[src/rtl/alu_pkg.sv]
// Shared definitions for seq_alu: op codes and the FSM state encoding.
package alu_pkg;

    localparam logic [2:0] OP_ADD = 3'b000;
    localparam logic [2:0] OP_AND = 3'b001;
    localparam logic [2:0] OP_OR  = 3'b010;
    localparam logic [2:0] OP_XOR = 3'b011;
    localparam logic [2:0] OP_SUB = 3'b100;
    localparam logic [2:0] OP_MUL = 3'b110;
    localparam logic [2:0] OP_SLT = 3'b111;

    typedef enum logic [1:0] {
        ST_IDLE = 2'd0,
        ST_BUSY = 2'd1,
        ST_DONE = 2'd2
    } state_e;

endpackage

[src/rtl/alu_arith.sv]
// Combinational add/subtract for seq_alu. The adder is WIDTH+1 bits wide so
// the carry lands in the top bit. When sub_i is set, b is inverted and the
// carry-in is 1, so a - b is computed as a + ~b + 1.
module alu_arith #(
    parameter int WIDTH = 8
) (
    input  logic [WIDTH-1:0] a_i,
    input  logic [WIDTH-1:0] b_i,
    input  logic             sub_i,
    output logic [WIDTH-1:0] sum_o,
    output logic             cout_o,
    output logic             ovf_o
);

    logic [WIDTH-1:0] b_eff;

    // Invert b for subtract, add with carry-in, and derive signed overflow
    always_comb begin
        b_eff           = sub_i ? ~b_i : b_i;
        {cout_o, sum_o} = {1'b0, a_i} + {1'b0, b_eff} + {{WIDTH{1'b0}}, sub_i};
        ovf_o           = (a_i[WIDTH-1] == b_eff[WIDTH-1]) && (sum_o[WIDTH-1] != a_i[WIDTH-1]);
    end

endmodule

[src/rtl/seq_alu.sv]
// seq_alu: registered ALU with a valid/ready handshake on both sides.
// Optional iterative shift-add multiply is enabled by the SEQ_ALU_MUL_EN macro;
// without it, op 110 is reported as an error like the reserved op 101.
//
// Handshake: an op is accepted on a rising edge where in_valid && in_ready;
// a, b and op are sampled at that edge. A result is consumed on a rising edge
// where out_valid && out_ready. In DONE with out_ready high, in_ready is also
// high, so a drain and a new accept may share one edge (1 op/cycle).
module seq_alu
    import alu_pkg::*;
#(
    parameter int WIDTH = 8,
    parameter int CNT_W = $clog2(WIDTH) + 1
) (
    input  logic             clk,
    input  logic             rst_n,
    input  logic             in_valid,
    output logic             in_ready,
    input  logic [WIDTH-1:0] a,
    input  logic [WIDTH-1:0] b,
    input  logic [2:0]       op,
    output logic             out_valid,
    input  logic             out_ready,
    output logic [WIDTH-1:0] z,
    output logic             zero,
    output logic             cout,
    output logic             ovf,
    output logic             err,
    output logic [1:0]       dbg_state
);

    state_e           state_q, state_d;
    logic [WIDTH-1:0] z_q, z_d;
    logic             zero_q, zero_d, cout_q, cout_d, ovf_q, ovf_d, err_q, err_d;

    logic [WIDTH-1:0] sum;
    logic             add_cout, add_ovf, sub_en, accept;
    logic [WIDTH-1:0] res_z;
    logic             res_cout, res_ovf, res_err;

`ifdef SEQ_ALU_MUL_EN
    logic [WIDTH-1:0] acc_q, acc_d, mcand_q, mcand_d, mplier_q, mplier_d;
    logic [CNT_W-1:0] cnt_q, cnt_d;
`endif

    // slt reuses the subtractor: the sign of a - b corrected by overflow
    assign sub_en = (op == OP_SUB) || (op == OP_SLT);

    alu_arith #(.WIDTH(WIDTH)) u_arith (
        .a_i    (a),
        .b_i    (b),
        .sub_i  (sub_en),
        .sum_o  (sum),
        .cout_o (add_cout),
        .ovf_o  (add_ovf)
    );

    assign in_ready  = (state_q == ST_IDLE) || ((state_q == ST_DONE) && out_ready);
    assign accept    = in_valid && in_ready;
    assign out_valid = (state_q == ST_DONE);
    assign z         = z_q;
    assign zero      = zero_q;
    assign cout      = cout_q;
    assign ovf       = ovf_q;
    assign err       = err_q;
    assign dbg_state = state_q;

    // Single-cycle result for the op currently presented on the inputs
    always_comb begin
        res_z    = '0;
        res_cout = 1'b0;
        res_ovf  = 1'b0;
        res_err  = 1'b0;
        case (op)
            OP_ADD, OP_SUB: begin
                res_z    = sum;
                res_cout = add_cout;
                res_ovf  = add_ovf;
            end
            OP_AND:  res_z = a & b;
            OP_OR:   res_z = a | b;
            OP_XOR:  res_z = a ^ b;
            OP_SLT:  res_z = {{(WIDTH-1){1'b0}}, sum[WIDTH-1] ^ add_ovf};
            // With multiply enabled this op is routed to BUSY before this
            // result is used, so flagging it here only matters when disabled.
            OP_MUL:  res_err = 1'b1;
            default: res_err = 1'b1;
        endcase
    end

    // Next-state and output-register logic for IDLE/BUSY/DONE
    always_comb begin
        state_d  = state_q;
        z_d      = z_q;
        zero_d   = zero_q;
        cout_d   = cout_q;
        ovf_d    = ovf_q;
        err_d    = err_q;
`ifdef SEQ_ALU_MUL_EN
        acc_d    = acc_q;
        mcand_d  = mcand_q;
        mplier_d = mplier_q;
        cnt_d    = cnt_q;
`endif
        if ((state_q == ST_DONE) && out_ready && !accept) begin
            state_d = ST_IDLE;
        end
`ifdef SEQ_ALU_MUL_EN
        if (state_q == ST_BUSY) begin
            if (cnt_q == CNT_W'(WIDTH)) begin
                state_d = ST_DONE;
                z_d     = acc_q;
                zero_d  = (acc_q == '0);
                cout_d  = 1'b0;
                ovf_d   = 1'b0;
                err_d   = 1'b0;
            end else begin
                acc_d    = acc_q + (mplier_q[0] ? mcand_q : '0);
                mcand_d  = mcand_q << 1;
                mplier_d = mplier_q >> 1;
                cnt_d    = cnt_q + 1'b1;
            end
        end
`endif
        if (accept) begin
`ifdef SEQ_ALU_MUL_EN
            if (op == OP_MUL) begin
                state_d  = ST_BUSY;
                acc_d    = '0;
                mcand_d  = a;
                mplier_d = b;
                cnt_d    = '0;
            end else begin
                state_d = ST_DONE;
                z_d     = res_z;
                zero_d  = (res_z == '0);
                cout_d  = res_cout;
                ovf_d   = res_ovf;
                err_d   = res_err;
            end
`else
            state_d = ST_DONE;
            z_d     = res_z;
            zero_d  = (res_z == '0);
            cout_d  = res_cout;
            ovf_d   = res_ovf;
            err_d   = res_err;
`endif
        end
    end

    // State and output registers with synchronous active-low reset
    always_ff @(posedge clk) begin
        if (!rst_n) begin
            state_q  <= ST_IDLE;
            z_q      <= '0;
            zero_q   <= 1'b0;
            cout_q   <= 1'b0;
            ovf_q    <= 1'b0;
            err_q    <= 1'b0;
`ifdef SEQ_ALU_MUL_EN
            acc_q    <= '0;
            mcand_q  <= '0;
            mplier_q <= '0;
            cnt_q    <= '0;
`endif
        end else begin
            state_q  <= state_d;
            z_q      <= z_d;
            zero_q   <= zero_d;
            cout_q   <= cout_d;
            ovf_q    <= ovf_d;
            err_q    <= err_d;
`ifdef SEQ_ALU_MUL_EN
            acc_q    <= acc_d;
            mcand_q  <= mcand_d;
            mplier_q <= mplier_d;
            cnt_q    <= cnt_d;
`endif
        end
    end

endmodule

[config.mk]
export PLATFORM = sky130hd
export DESIGN_NAME = seq_alu
export DESIGN_NICKNAME = d
export VERILOG_FILES = /design/src/rtl/alu_pkg.sv /design/src/rtl/alu_arith.sv /design/src/rtl/seq_alu.sv
export SDC_FILE = /design/constraint.sdc
export NUM_CORES = 1
export LEC_CHECK = 0
export CORE_ASPECT_RATIO = 1.75
export CORE_MARGIN = 8
export CORE_UTILIZATION = 40
export DETAILED_ROUTE_END_ITERATION = 7
export HOLD_SLACK_MARGIN = 0.05
export MAX_ROUTING_LAYER = met4
export PLACE_DENSITY = 0.67
export SLEW_MARGIN = 30
export SYNTH_ARGS = -nofsm -noshare
export SYNTH_HDL_FRONTEND = slang
export SYNTH_SLANG_ARGS = --single-unit
[constraint.sdc]
create_clock -name clk -period 7.9 [get_ports clk]
set_input_delay 1.58 -clock clk [delete_from_list [all_inputs] [get_ports clk]]
set_output_delay 1.58 -clock clk [all_outputs]
set_load 0.02 [all_outputs]
Word-level counts from Yosys, hierarchy flattened
Index checks and enable logic that the tools add are counted.
{ "totals": {"wordCells": 40, "inputBits": 23, "regBits": 13, "out_inout_bits": 16} }
{ "op_classes": {"bitwise": 5, "n_mux": 7, "eq_ne": 7, "addsub": 2, "reduce_logical": 13} }
{ "op_table": {"columns": ["cell", "n"], "rows": [
  ["one-hot mux 8 bit (5 select lines)", 1],
  ["adder 8 x 8 -> 9 bit", 1],
  ["adder 9 x 1 -> 9 bit", 1],
  ["AND 8 bit", 1],
  ["zero test 8 bit", 1],
  ["2-to-1 mux 8 bit", 1],
  ["NOT 8 bit", 1],
  ["OR 8 bit", 1],
  ["XOR 8 bit", 1],
  ["equality test 3 x 2 -> 1 bit (second input constant)", 2],
  ["equality test 3 bit (second input constant)", 2],
  ["OR reduction 6 bit", 1],
  ["logical AND 1 bit", 4],
  ["2-to-1 mux 2 bit", 2],
  ["equality test 3 x 1 -> 1 bit (second input constant)", 1],
  ["zero test 3 bit", 1],
  ["2-to-1 mux 1 bit", 3],
  ["zero test 2 bit", 1],
  ["logical OR 1 bit", 2],
  ["nonzero test 2 bit", 1],
  ["OR reduction 2 bit", 1],
  ["equality test 1 bit", 1],
  ["zero test 1 bit", 1],
  ["!= test 1 bit", 1],
  ["XOR 1 bit", 1]
]} }

Longest topological paths before layout
Gate-level depths: netlist of the first run.
{ "depth": {"word_depth": 10, "depth_mapped": 13, "mapped_depth_nobuf": 10} }

Cells and area by module
A second synthesis of the first run with hierarchy kept.
{ "hier_totals": {"hier_cells": 195, "hier_area_um2": 1581.5} }
{ "modules_own_cells": {"columns": ["module", "n_inst", "seq_area_each_um2", "cells_each", "area_each_um2"], "rows": [
  ["seq_alu", 1, 260.2, 135, 1111.1],
  ["alu_arith", 1, 0.0, 60, 470.5]
]} }

Worst setup path before layout of the first run
Ideal clock, no wire load.
{ "synth_timing": {"path_kind": "input to register", "startpoint": "in op[1]", "endpoint": "reg ovf_q, in the netlist ovf", "t_required_ns": 7.828, "setup_slack_ns": 3.621, "path_stages": 12, "arrival_time_ns": 4.207, "setup_ns": 0.072, "path_buffers": 2, "path_cell_list": "buf_6 -> xor2_2 -> or2_2 -> clkbuf_1 -> xnor2_1 -> ha_1 -> or2_2 -> a21oi_1 -> nor3_2 -> o21ai_0 -> or4b_1 -> a21oi_1"} }
{ "synth_via": {"elab_chain_cells": 8} }
{ "synth_rtl": {"columns": ["element", "line", "source"], "rows": [
  ["start: declaration", "seq_alu.sv:21", "input logic [2:0] op,"],
  ["equality test 3 bit, on equally long branches", "seq_alu.sv:47, seq_alu.sv:74", null],
  ["logical OR 1 bit", "seq_alu.sv:47", "assign sub_en = (op == OP_SUB) || (op == OP_SLT);"],
  ["2-to-1 mux 8 bit", "alu_arith.sv:19", "b_eff = sub_i ? ~b_i : b_i;"],
  ["adder 8 x 8 -> 9 bit", "alu_arith.sv:20", "{cout_o, sum_o} = {1'b0, a_i} + {1'b0, b_eff} + {{WIDTH{1'b0}}, sub_i};"],
  ["adder 9 x 1 -> 9 bit", "alu_arith.sv:20", null],
  ["!= test 1 bit", "alu_arith.sv:21", "ovf_o = (a_i[WIDTH-1] == b_eff[WIDTH-1]) && (sum_o[WIDTH-1] != a_i[WIDTH-1]);"],
  ["logical AND 1 bit", "alu_arith.sv:21", null],
  ["2-to-1 mux 1 bit (*)", "seq_alu.sv:74", "case (op)"],
  ["end signal: assignment", "seq_alu.sv:172", "ovf_q <= ovf_d;"],
  ["end: declaration", "seq_alu.sv:34", "logic zero_q, zero_d, cout_q, cout_d, ovf_q, ovf_d, err_q, err_d;"]
]} }
Mark *: on every way between the ends. The rest lies on a longest branch, timed or not.
A chain may end at the register's enable or synchronous reset.

Worst setup path in the final report of the first run
{ "layout_timing": {"startpoint": "in op[1]", "endpoint": "reg zero_q, in the netlist zero"} }
{ "layout_via": {"elab_chain_cells": 10} }
{ "layout_rtl": {"columns": ["element", "line", "source"], "rows": [
  ["equality test 3 bit", "seq_alu.sv:47, seq_alu.sv:74", null],
  ["logical OR 1 bit", "seq_alu.sv:47", null],
  ["2-to-1 mux 8 bit", "alu_arith.sv:19", null],
  ["adder 8 x 8 -> 9 bit", "alu_arith.sv:20", null],
  ["adder 9 x 1 -> 9 bit", "alu_arith.sv:20", null],
  ["!= test 1 bit", "alu_arith.sv:21", null],
  ["logical AND 1 bit", "alu_arith.sv:21", null],
  ["XOR 1 bit", "seq_alu.sv:83", "OP_SLT: res_z = {{(WIDTH-1){1'b0}}, sum[WIDTH-1] ^ add_ovf};"],
  ["one-hot mux 8 bit (5 select lines) (*)", "seq_alu.sv:74", null],
  ["zero test 8 bit (*)", "seq_alu.sv:144", "zero_d = (res_z == '0);"],
  ["end signal: assignment", "seq_alu.sv:170", "zero_q <= zero_d;"],
  ["end: declaration", "seq_alu.sv:34", null]
]} }
Marked as above.

==> results.json, run 1 <==
{
  "outcome": "finished, final reports clean",
  "final.fill_count": 392,
  "timing_max_transition_violations_final": 0,
  "worst_skew_pair.late_latency_ns": 0.24,
  "crit_path_cell_trace": "clkdlybuf4s50_1, xor2_2, or2_2, xnor2_1, ha_1, nand3b_1, o21ai_1, nand2_1, o311ai_0, and4b_1, a31o_1",
  "cts_tree": "yes",
  "hold_path_class": "flip-flop to flip-flop",
  "numClockSinks": 13,
  "area.sequential_um2": 260,
  "mostFrequentLayoutCells": "sky130_fd_sc_hd__clkdlybuf4s50_1 (37), sky130_fd_sc_hd__ha_1 (23), sky130_fd_sc_hd__inv_1 (18), sky130_fd_sc_hd__nor2_1 (14)",
  "core_um2": 3830,
  "postSynth.asyncResetShare_pct": 0,
  "post-route-min-period_ns": 5.04,
  "post_cts_hold_buffer_count": 0,
  "min_path_cells": 2,
  "final_wirelength_um": 4100,
  "mostFrequentLayoutCell": "sky130_fd_sc_hd__clkdlybuf4s50_1",
  "worst_clock_skew_ns": 0.00249,
  "groute.layer.met3.usage_pct": 3.07,
  "flop_and_latch_count_out_of_synthesis": 13,
  "remaining_drc_errors": 0,
  "via_count": 1551,
  "standby_leakage_power_nw": 0.847,
  "worst_tran_pin_value_ns": 0.807,
  "post_cts_buffers": 0,
  "post-route-period-util_pct": 63.8,
  "place_ws_ns": 2.60,
  "post_cts_resized": 0,
  "start_util_pct": 41.2,
  "synthDistinctLibCells": 55,
  "flow.area_growth_from_synthesis_pct": 26.4,
  "avgRoutedWirePerCell_um": 14.7,
  "min-delay-start": "err",
  "die-width_um": 63.5,
  "clock_transition_at_path_regs_ns": 0.05,
  "report.final.hold_viol_count": 0,
  "max_cap_viol_count": 0,
  "r2r_start": "dbg_state[1]",
  "globalplace.congestion": 0.926,
  "critical_path.slowest_cell": "sky130_fd_sc_hd__clkdlybuf4s50_1",
  "report.final.setup_viol": 0,
  "multi_input_area_um2": 1180,
  "endpoint_kind": "flip-flop",
  "fp-row-count": 30,
  "final_design_area_no_fill_um2": 1990,
  "path_class": "input pin to flip-flop",
  "min_delay_worst_endpoint": "err",
  "clock_tree.root_cell": "sky130_fd_sc_hd__clkbuf_8",
  "critical_path_required_ns": 8.04,
  "reg2reg_depth": 6,
  "grt_overflow": 0,
  "rrSetupSlack_ns": 6.18,
  "final_cells": 280,
  "diodes": 0,
  "port_buffers": 37,
  "pin_count_of_the_biggest_net_entering_global_routing": 18,
  "finalCoreUtilization_pct": 52.1,
  "initial_antenna_violation_count": 0,
  "tritoncts.num_buffers": 3,
  "synthesis.area_um2": 1580,
  "final_critical_path_setup_slack_ns": 2.86,
  "grt_use_met2_pct": 24.7,
  "grt_util_all_layers_pct": 13.9,
  "start_kind": "input pin",
  "power.ir.vdd_worst_v": 0.0000690,
  "die_h_um": 99.1,
  "timing.critical_path.max_delay_family": "buffers and inverters",
  "maxClockFrequency_mhz": 198,
  "grt_busiest_layer": "met2",
  "ys.flop_type": "sky130_fd_sc_hd__dfxtp_1",
  "ys_warn_count": 0,
  "drt-initial-drc-count": 43,
  "tns_ns": 0,
  "cellPowerDensity_nw_per_um2": 132,
  "drt_pre_antenna_iters": 4,
  "synth_seq_area_share_pct": 16.5,
  "max-clock-path-buffers": 2,
  "worst-path-buf-inv": 1,
  "via_count_of_the_first_global_routing_pass": 1571,
  "die_area_um2": 6290,
  "drive_gt1_share_pct": 4.74,
  "h-tree-depth": 1,
  "postSynthAreaPerCell_um2": 7.84,
  "critical_path_arrival_ns": 5.18,
  "dpl.cell_count": 276,
  "worst-path-max-fanout": 17,
  "synthesis.nets": 248,
  "largest_stage_delay_on_the_critical_path_ns": 1.00,
  "grt_first_pass_wirelength_um": 7080,
  "grt_setup_unrepaired": "no",
  "netlist_instances": 201,
  "relSlewSlack_pct": 46.1,
  "num-nets-final": 280,
  "ios": 39,
  "dpl_cell_area_um2": 1950,
  "global_route.usage.met1_pct": 13.7,
  "critical_path.reg2reg.endpoint": "zero",
  "synth-edff-count": 0,
  "antenna_violating_nets_post_route": 0,
  "avgViaCountPerCell": 5.54,
  "detailed_place_hpwl_um": 3410
}
==> power by group <==
part | leakage, nW | internal, W | switching [W]
sequential | 0.107 | 0.0000703 | 0.00000219
clock | 0.0228 | 0.0000356 | 0.0000233
combinational | 0.717 | 0.0000596 | 0.0000714
==> worst min-delay path, delay by kind of cell, from the launching register on <==
family	cells	cell delay [ns]
flip-flops	1	0.30
AND/OR/NAND/NOR	1	0.05
AO/OA/AOI/OAI	1	0.05
==> state kept, by name, summed over array words and instances (netlist names) <==
register / count
cout: 1
dbg_state: 1
err: 1
ovf: 1
z: 8
zero: 1
==> per-stage QoR <==
stage	hold slack (ns)	total power, W
floorplan	0.530	0.000163
global placement	0.441	0.000203
detailed placement	0.444	0.000204
CTS	0.451	0.000263
global route	0.462	0.000281
finish	0.450	0.000262
==> routing by layer <==
metal,routed length (um),up-vias,share of wire [%]
met5,0,-,0
met4,105,0,2.6
met3,210,10,5.1
met2,2230,38,54
met1,1560,724,38
li1,-,779,-
==> cells in the mapped netlist (3+ instances only) <==
cell / number / area, um2
sky130_fd_sc_hd__ha_1: 23 / 288
sky130_fd_sc_hd__inv_1: 18 / 67.6
sky130_fd_sc_hd__nor2_1: 14 / 52.6
sky130_fd_sc_hd__dfxtp_1: 13 / 260
sky130_fd_sc_hd__nand2_1: 13 / 48.8
sky130_fd_sc_hd__a21oi_1: 12 / 60.1
sky130_fd_sc_hd__o21ai_0: 12 / 60.1
sky130_fd_sc_hd__mux2i_1: 9 / 90.1
sky130_fd_sc_hd__xnor2_1: 9 / 78.8
sky130_fd_sc_hd__nand3_1: 6 / 30.0
sky130_fd_sc_hd__nand2b_1: 5 / 31.3
sky130_fd_sc_hd__clkbuf_1: 4 / 15.0
sky130_fd_sc_hd__nor3_1: 4 / 20.0
sky130_fd_sc_hd__o22ai_1: 4 / 25.0
sky130_fd_sc_hd__buf_4: 3 / 22.5
sky130_fd_sc_hd__or2_2: 3 / 18.8
==> worst max path at each step <==
| stage | endpoint | from | cells past startpoint |
|---|---|---|---|
| global placement | zero | op[1] | 11 |
| floorplan | ovf | op[1] | 12 |
| finish | zero | op[1] | 11 |
| detailed placement | ovf | op[1] | 11 |
| CTS | ovf | op[1] | 11 |
| global route | ovf | op[1] | 11 |
==> area by class of cell <==
| cell class | instances | area share (%) |
|---|---|---|
| inverters | 20 | 3.77 |
| flip-flops and latches | 13 | 13.1 |
| multi-input cells | 158 | 59.3 |
| well taps | 48 | 3.01 |
| repair buffers | 37 | 18.6 |
| clock buffers | 4 | 2.26 |
==> cell families after synthesis <==
family | Yosys count | synth area share, %
compound gates | 54 | 23.7
xor+xnor | 11 | 6.59
fa+ha+maj | 24 | 19.5
buf+inv | 30 | 8.49
flops | 13 | 16.5
mux | 9 | 5.71
other cells | 1 | 0.238
simple gates | 59 | 19.2
No activity file was read; power rests on OpenSTA's default activity.
==> run 2: changes to the inputs <==
Clock period 7.9 ns to 4.9 ns, I/O delays scaled along.
==> run 2 against run 1 <==
Utilization up 0.39 points. Sequential share of layout area down 0.098 points. Final area rose by 0.75%. Cell count is 0.71% higher. Largest power group unchanged. Setup slack got worse by 2.0 ns. Critical path depth unchanged. Count of clock-buffer cells in the layout unchanged. Non-clock buffer count increased by 2. Hold slack got worse by 0.0019 ns. Combinational power increased by 63%.
==> results.json, run 2 (synthesis results as in run 1) <==
{
  "via_count_of_the_first_global_routing_pass": 1597,
  "grt_util_all_layers_pct": 14.0,
  "max-clock-path-buffers": 2,
  "detailed_place_hpwl_um": 3570,
  "reg2reg_depth": 6,
  "core_um2": 3830,
  "die_h_um": 99.1,
  "relSlewSlack_pct": 60.3,
  "critical_path_required_ns": 5.03,
  "report.final.hold_viol_count": 0,
  "endpoint_kind": "flip-flop",
  "r2r_start": "dbg_state[1]",
  "final_critical_path_setup_slack_ns": 0.825,
  "ios": 39,
  "post-layout-total-power_w": 0.000424,
  "crit_path_cell_trace": "clkdlybuf4s50_1, xor2_2, or2_2, xnor2_1, ha_1, nand3b_1, o21ai_1, nand2_1, o311ai_0, and4b_1, a31o_1",
  "globalplace.congestion": 0.932,
  "start_kind": "input pin",
  "post_cts_hold_buffer_count": 0,
  "num-nets-final": 282,
  "diodes": 0,
  "mostFrequentLayoutCells": "sky130_fd_sc_hd__clkdlybuf4s50_1 (37), sky130_fd_sc_hd__ha_1 (23), sky130_fd_sc_hd__inv_1 (18), sky130_fd_sc_hd__nor2_1 (14)",
  "clock_transition_at_path_regs_ns": 0.05,
  "clock_tree.root_cell": "sky130_fd_sc_hd__clkbuf_8",
  "die-width_um": 63.5,
  "grt_setup_unrepaired": "no",
  "post_cts_resized": 0,
  "critical_path_arrival_ns": 4.21,
  "hold_path_class": "flip-flop to flip-flop",
  "tns_ns": 0,
  "critical_path.slowest_cell": "sky130_fd_sc_hd__clkdlybuf4s50_1",
  "die_area_um2": 6290,
  "maxClockFrequency_mhz": 245,
  "final.fill_count": 415,
  "drive_gt1_share_pct": 5.56,
  "initial_antenna_violation_count": 0,
  "timing_max_transition_violations_final": 0,
  "report.final.setup_viol": 0,
  "antenna_violating_nets_post_route": 0,
  "post-route-min-period_ns": 4.08,
  "flow.area_growth_from_synthesis_pct": 27.4,
  "mostFrequentLayoutCell": "sky130_fd_sc_hd__clkdlybuf4s50_1",
  "place_ws_ns": 0.578,
  "final_wirelength_um": 4250,
  "tritoncts.num_buffers": 3,
  "worst_tran_pin_value_ns": 0.594,
  "grt_first_pass_wirelength_um": 7100,
  "via_count": 1534,
  "pin_count_of_the_biggest_net_entering_global_routing": 17,
  "standby_leakage_power_nw": 0.856,
  "fp-row-count": 30,
  "worst-path-max-fanout": 12,
  "outcome": "finished, final reports clean",
  "avgViaCountPerCell": 5.44,
  "critical_path.startpoint": "op[0]",
  "avgRoutedWirePerCell_um": 15.1,
  "path_class": "input pin to flip-flop",
  "max_cap_viol_count": 0,
  "grt_overflow": 0,
  "largest_register_ffs": 8,
  "worst_skew_pair.late_latency_ns": 0.24,
  "worst_setup_path_endpoint": "zero",
  "drt_pre_antenna_iters": 4,
  "post_cts_buffers": 0,
  "cts_tree": "yes",
  "rrSetupSlack_ns": 3.21,
  "power.ir.vdd_worst_v": 0.000145,
  "largest_stage_delay_on_the_critical_path_ns": 0.59,
  "port_buffers": 37,
  "remaining_drc_errors": 0,
  "post-route-period-util_pct": 83.2,
  "critical_path.reg2reg.endpoint": "zero",
  "drt-initial-drc-count": 35,
  "cellPowerDensity_nw_per_um2": 211,
  "h-tree-depth": 1,
  "start_util_pct": 41.2,
  "numClockSinks": 13,
  "worst_clock_skew_ns": 0.000738
}
-- run 2: cell types whose count changed in the layout (fill, tap and decap cells not counted) --
cell                    previous run  this run
sky130_fd_sc_hd__buf_4             0         2
-- run 2: worst max-delay path: cells and delay by family --
family                     cells  cell delay (ns)
and+or+nand+nor                4             0.90
AOI/OAI and AO/OA              3             0.92
adders and majority gates      1             0.33
xor gates and xnor gates       2             0.47
buffers and inverters          1             0.59
-- run 2: how the worst min path moves through the flow --
stage / start / endpoint / slack (ns) / cells after the start
6_report: err / err / 0.45 / 2
2_1_floorplan: ovf / ovf / 0.53 / 2
3_5_place_dp: err / err / 0.45 / 2
4_1_cts: err / err / 0.45 / 2
5_1_grt: ovf / ovf / 0.47 / 2
3_3_place_gp: err / err / 0.44 / 2
-- run 2: where the power goes --
group / leakage, nW / switching, W / internal [W] / total [W]
Clock: 0.0228 / 0.0000357 / 0.0000573 / 0.0000930
Combinational: 0.727 / 0.000117 / 0.0000975 / 0.000214
Sequential: 0.107 / 0.00000351 / 0.000113 / 0.000117
Total: 0.856 / 0.000156 / 0.000268 / 0.000424
-- run 2: stage by stage --
stage                     std cells  util, %  hold slack (ns)  cell area [um2]
after floorplan                 201        -            0.530             1580
after global routing            282     52.5            0.473             2010
final                           282     52.5            0.448             2010
after detailed placement        278     51.3            0.445             1960
after CTS                       282     52.5            0.452             2010
after global placement          278     51.3            0.440             1960
-- run 2: area by class of cell --
cell class	count	area, um2	area share (%)
timing repair buffer	39	385	19.2
inverter	20	75.1	3.74
clock buffer	4	45.0	2.24
multi-input combinational	158	1180	58.9
sequential	13	260	13.0
tap	48	60.1	2.99
-- run 2: per-layer routing --
metal / vias to the layer above / track usage (%) / share of wire [%]
li1: 778 / - / -
met1: 717 / 12.7 / 38
met2: 29 / 26.3 / 55
met3: 10 / 2.16 / 3.1
met4: 0 / 8.29 / 3.1
met5: - / - / 0
